## config.mk

```make
export PLATFORM = sky130hd
export DESIGN_NAME = ll_ht_cmd_dispatch
export DESIGN_NICKNAME = d
export VERILOG_FILES = /design/src/rtl/ll_ht_cmd_dispatch.sv
export SDC_FILE = /design/constraint.sdc
export NUM_CORES = 1
export LEC_CHECK = 0
export CORE_ASPECT_RATIO = 1.1
export CORE_UTILIZATION = 49
export CTS_BUF_LIST = sky130_fd_sc_hd__clkbuf_4
export CTS_CLUSTER_DIAMETER = 120
export DETAILED_ROUTE_END_ITERATION = 8
export PLACE_DENSITY = 0.82
export RECOVER_POWER = 100
export SYNTH_ARGS = -nofsm -noshare
export SYNTH_HDL_FRONTEND = slang
export SYNTH_SLANG_ARGS = --single-unit
```

## constraint.sdc

```tcl
create_clock -name clk_i -period 3.7 [get_ports clk_i]
set_input_delay 0.74 -clock clk_i [delete_from_list [all_inputs] [get_ports clk_i]]
set_output_delay 0.74 -clock clk_i [all_outputs]
set_load 0.005 [all_outputs]
```

## src/rtl/ll_ht_cmd_dispatch.sv

```systemverilog
// ll_ht_cmd_dispatch
// Routes a hash-table command stream to one of DIR_CNT engine ports by opcode.
// Only one engine may hold outstanding commands at a time, so results can only
// come back from a single engine and the result mux never sees two valids.
// Outstanding commands retire on res_fire_i, the result handshake after the mux.
//
// The command word is carried flat; the opcode occupies cmd[OPC_W-1:0].
//
//   state  | meaning
//   IDLE   | nothing outstanding; any valid opcode may be accepted
//   ACTIVE | commands outstanding to engine last_sel; only that engine accepted
module ll_ht_cmd_dispatch #(
  parameter int DIR_CNT      = 3,
  parameter int MAX_INFLIGHT = 4,
  parameter int DROP_CNT_W   = 16,
  parameter int CMD_W        = 32,
  parameter int OPC_W        = 2,
  localparam int INF_W       = $clog2(MAX_INFLIGHT + 1)
) (
  input  logic                            clk_i,
  input  logic                            rst_i,
  input  logic [CMD_W-1:0]                cmd_in_cmd,
  input  logic                            cmd_in_valid,
  output logic                            cmd_in_ready,
  output logic [DIR_CNT-1:0][CMD_W-1:0]   cmd_out_cmd,
  output logic [DIR_CNT-1:0]              cmd_out_valid,
  input  logic [DIR_CNT-1:0]              cmd_out_ready,
  input  logic                            res_fire_i,
  output logic [INF_W-1:0]                inflight_o,
  output logic                            busy_o,
  output logic [DROP_CNT_W-1:0]           drop_cnt_o,
  output logic                            underflow_o
);

  typedef enum logic {IDLE = 1'b0, ACTIVE = 1'b1} state_t;

  localparam logic [INF_W-1:0] MAX_INF = INF_W'(MAX_INFLIGHT);

  state_t             state;
  state_t             state_nxt;
  logic [OPC_W-1:0]   last_sel;
  logic [OPC_W-1:0]   sel;
  logic               sel_ok;
  logic               port_free;
  logic               gate;
  logic               accept;
  logic               drop;
  logic               underflow_evt;
  logic [INF_W-1:0]   inflight_nxt;

  // Dispatch gating, accept/drop decode, in-flight arithmetic and next state.
  always_comb begin
    sel       = cmd_in_cmd[OPC_W-1:0];
    sel_ok    = (32'(sel) < 32'(DIR_CNT));
    port_free = 1'b0;
    for (int i = 0; i < DIR_CNT; i++) begin
      if (sel == OPC_W'(i)) begin
        port_free = !cmd_out_valid[i] || cmd_out_ready[i];
      end
    end
    // Head-of-line blocking: a different engine waits until inflight drains.
    gate         = (state == IDLE) || ((sel == last_sel) && (inflight_o < MAX_INF));
    // Invalid opcodes are always consumed so they can never wedge the stream.
    cmd_in_ready = sel_ok ? (gate && port_free) : 1'b1;
    accept       = cmd_in_valid && sel_ok && gate && port_free;
    drop         = cmd_in_valid && !sel_ok;

    underflow_evt = 1'b0;
    inflight_nxt  = inflight_o;
    case ({accept, res_fire_i})
      2'b10: inflight_nxt = inflight_o + INF_W'(1);
      2'b01: begin
        if (inflight_o == '0) begin
          underflow_evt = 1'b1;
        end else begin
          inflight_nxt = inflight_o - INF_W'(1);
        end
      end
      default: inflight_nxt = inflight_o;
    endcase

    state_nxt = (inflight_nxt == '0) ? IDLE : ACTIVE;
  end

  // State, counters and the per-port output registers.
  always_ff @(posedge clk_i) begin
    if (rst_i) begin
      state         <= IDLE;
      inflight_o    <= '0;
      last_sel      <= '0;
      drop_cnt_o    <= '0;
      underflow_o   <= 1'b0;
      cmd_out_valid <= '0;
      cmd_out_cmd   <= '0;
    end else begin
      state      <= state_nxt;
      inflight_o <= inflight_nxt;
      if (accept) begin
        last_sel <= sel;
      end
      if (underflow_evt) begin
        underflow_o <= 1'b1;
      end
      if (drop && (drop_cnt_o != '1)) begin
        drop_cnt_o <= drop_cnt_o + DROP_CNT_W'(1);
      end
      for (int i = 0; i < DIR_CNT; i++) begin
        if (accept && (sel == OPC_W'(i))) begin
          cmd_out_valid[i] <= 1'b1;
          cmd_out_cmd[i]   <= cmd_in_cmd;
        end else if (cmd_out_ready[i]) begin
          cmd_out_valid[i] <= 1'b0;
        end
      end
    end
  end

  assign busy_o = (inflight_o != '0) || (|cmd_out_valid);

endmodule

```

==> metrics.txt <==
number of synthesized flops with an enable pin 0; worst reg2reg setup slack 1.04 ns; total CTS buffers 17; worst path bufs/invs 2; Leak Pwr 3.235 nW; Area contributors post-synth dfxtp_1, mux2i_1, nand2b_1, a21oi_1, ha_1; CTS Hold Bufs 0; # DRC 0; synthesis-stage register bit count 122; Design Area, Final 7089 um^2; post-synthesis sequential area ratio 46.23%; Post-CTS Setup Inserts 0; grt total ovfl 0; post-layout min period 3.502 ns; actual slew at the worst max-slew pin 1.546 ns; vias in the first global route 4185; f_max 0.2855 GHz; Core ar. 10440 um^2; Reg2Reg Depth 5; antenna cell count 0; WP depth 6; type of origin of the critical path input port; worst-path maximum fanout 9; initial antenna violation count 0; DR iter-0 viols 149; first-pass GRT wire length 20220 um; Syn Inst Count 505; Slew Limit Headroom -3.064%; CP Cell Sequence dlygate4sd3_1, xor2_1, o31ai_4, a21oi_1, o21ai_0, clkdlybuf4s50_1; Pre-antenna DRT Iters 4; critical path class in2out; asr flop ratio synth 0%; synthesized area 5283 um^2; Syn. warnings 0; Worst Hold Class reg2reg; Req. time, crit path 2.96 ns; outcome complete, but fails checks; via density per instance 5.155; Clock Sinks 122; DR vias 4191; syn nets 550; Total Routing Usage GR 23.09%; CP endpoint cmd_in_ready; Slowest-stage cell, CP dlygate4sd3_1; share of cells above drive strength 1 5.821%; Setup crit end kind output port; Layout Utilization 67.89%; Final #Nets 704; Area Overhead vs Synth 34.20%; Worst Path Arrival 2.76 ns; overall routed net length 12180 um; remaining antenna violation count after routing 0; worst r2r src last_sel[1]; dpl cell area 6937 um^2; CTS root buf clkbuf_4; Die Wd 101 um; port bufs 159; final setup fails 0; Worst-Skew Late Latency 0.50 ns; average wire per standard cell 14.98 um; pin count of the biggest net entering global routing 155; H-Tree Depth 4; standard-cell rows 39; die area 11200 um^2; DP HPWL 8435 um; Most used DFF post-synth dfxtp_1; Yosys cell types 50; Pwr Density 354.6 nW/um^2; Placer Congestion 0.8364; Die H 110.9 um; most frequent cells in the layout nand2b_1, dfxtp_1, dlygate4sd3_1; final hold vios 0; area leader, netlist dfxtp_1; Max Cap Viol 2; period utilization 94.65%; worst reg2reg path endpoint cmd_out_cmd[28]; Clock Tree Buf Depth 2; RSZ-0062 raised after global routing false; fill count 863; Worst path max stage delay 0.66 ns; # resized after CTS 0; maximum vdd drop 0.2070 mV; Critical path origin cmd_in_cmd[0]; cell family with most CP delay buffers and inverters; max-slew violation count 41; top cell type's share of synthesized area 46.23%; most common cell after layout, fill and taps aside nand2b_1; io pins 160; failing checks max-capacitance violations, max-slew violations; Starting Density 50.59%; clock skew 0.01527 ns; setup TNS 0 ns; Syn Area/Cell 10.46 um^2; Clk pin slew, worst setup/hold paths 0.10 ns; CTS tree yes
-- flip-flops by register name, summed over array words and instances (netlist names) --
signal,flops
cmd_out_cmd,96
drop_cnt_o,16
cmd_out_valid,3
inflight_o,3
last_sel,2
state,1
underflow_o,1
-- synth_stat cells (2+ instances only) --
library cell and number:
nand2b_1 125, nand3_1 5, clkbuf_1 16, xor2_1 4, a41oi_1 2, inv_1 10
buf_4 4, and3b_1 2, ha_1 6, a31oi_1 2, o21ai_0 7, and3_1 3
a21oi_1 16, nor3b_2 3, o31ai_4 2, nor2b_1 3, o2111ai_1 2, nand2_1 5
nand4_1 4, or4_1 5, o22ai_1 2, mux2i_1 91, dfxtp_1 122, nand4_2 3
buf_6 3, buf_2 6, a211oi_1 2, o31a_1 2, or3_1 4, o31ai_1 4
nor2_1 16, and4_1 6
-- how the worst min path moves through the flow --
stage | start | end | slack (ns) | cells after the start
floorplan | cmd_out_cmd[65] | cmd_out_cmd[65] | 0.44 | 2
global placement | cmd_out_cmd[65] | cmd_out_cmd[65] | 0.43 | 2
detailed placement | cmd_out_cmd[65] | cmd_out_cmd[65] | 0.44 | 2
CTS | cmd_out_cmd[65] | cmd_out_cmd[65] | 0.46 | 2
global route | cmd_out_cmd[65] | cmd_out_cmd[65] | 0.47 | 2
finish | cmd_out_cmd[65] | cmd_out_cmd[65] | 0.45 | 2
-- report_power, final --
group / switching, mW / leakage [nW] / internal [mW]
registers: 0.0266 / 0.990 / 1.36
logic: 0.138 / 2.12 / 0.180
clock network: 0.472 / 0.125 / 0.338
-- kinds of logic (layout without fill, tap and decap cells) --
group                      count (synthesis)  in the layout  share of synthesized area, %
AOI/OAI and AO/OA                         50             50                         7.319
xor gates and xnor gates                   5              5                        0.9711
adders and majority gates                  6              6                         1.421
and+or+nand+nor                          191            191                         22.98
DFF                                      122            122                         46.23
muxes                                     92             92                         17.46
buffers and inverters                     39            204                         3.624
-- metal layers --
metal,vias to the layer above,wire length (um),GRT usage [%]
li1,2058,-,-
met1,1995,4909,26.10
met2,123,6036,37.72
met3,15,1011,9.584
met4,0,218,10.24
met5,-,0,0
-- metrics by stage --
stage                     setup slack (ns)  hold WS, ns  total power, mW  instances
after global placement              0.2708       0.4347            1.748        783
after CTS                           0.2855       0.4551            2.569        813
after floorplan                     0.8236       0.4421            1.588        505
after global routing                0.1199       0.4691            2.640        813
after detailed placement            0.1531       0.4393            1.758        783
final                               0.1979       0.4500            2.514        813
-- cell type report --
cell class              count  area (um^2)  share of cell area [%]
multi-input cells         344         2591                   36.55
clock buffers              20        150.1                   2.118
inverters                  10        37.54                  0.5295
flip-flops and latches    122         2442                   34.45
clock inverters            10        80.08                   1.130
repair buffers            164         1609                   22.70
well taps                 143        178.9                   2.524
-- worst register-to-register path: cells and delay by family (launching register included) --
family / cells / cell delay [ns]
AO/OA/AOI/OAI: 1 / 0.41
XOR/XNOR: 1 / 0.17
buffers and inverters: 1 / 1.10
flip-flops: 1 / 0.33
multiplexers: 1 / 0.32
AND/OR/NAND/NOR: 1 / 0.25
Note: power is estimated with default switching activity, not from simulation.
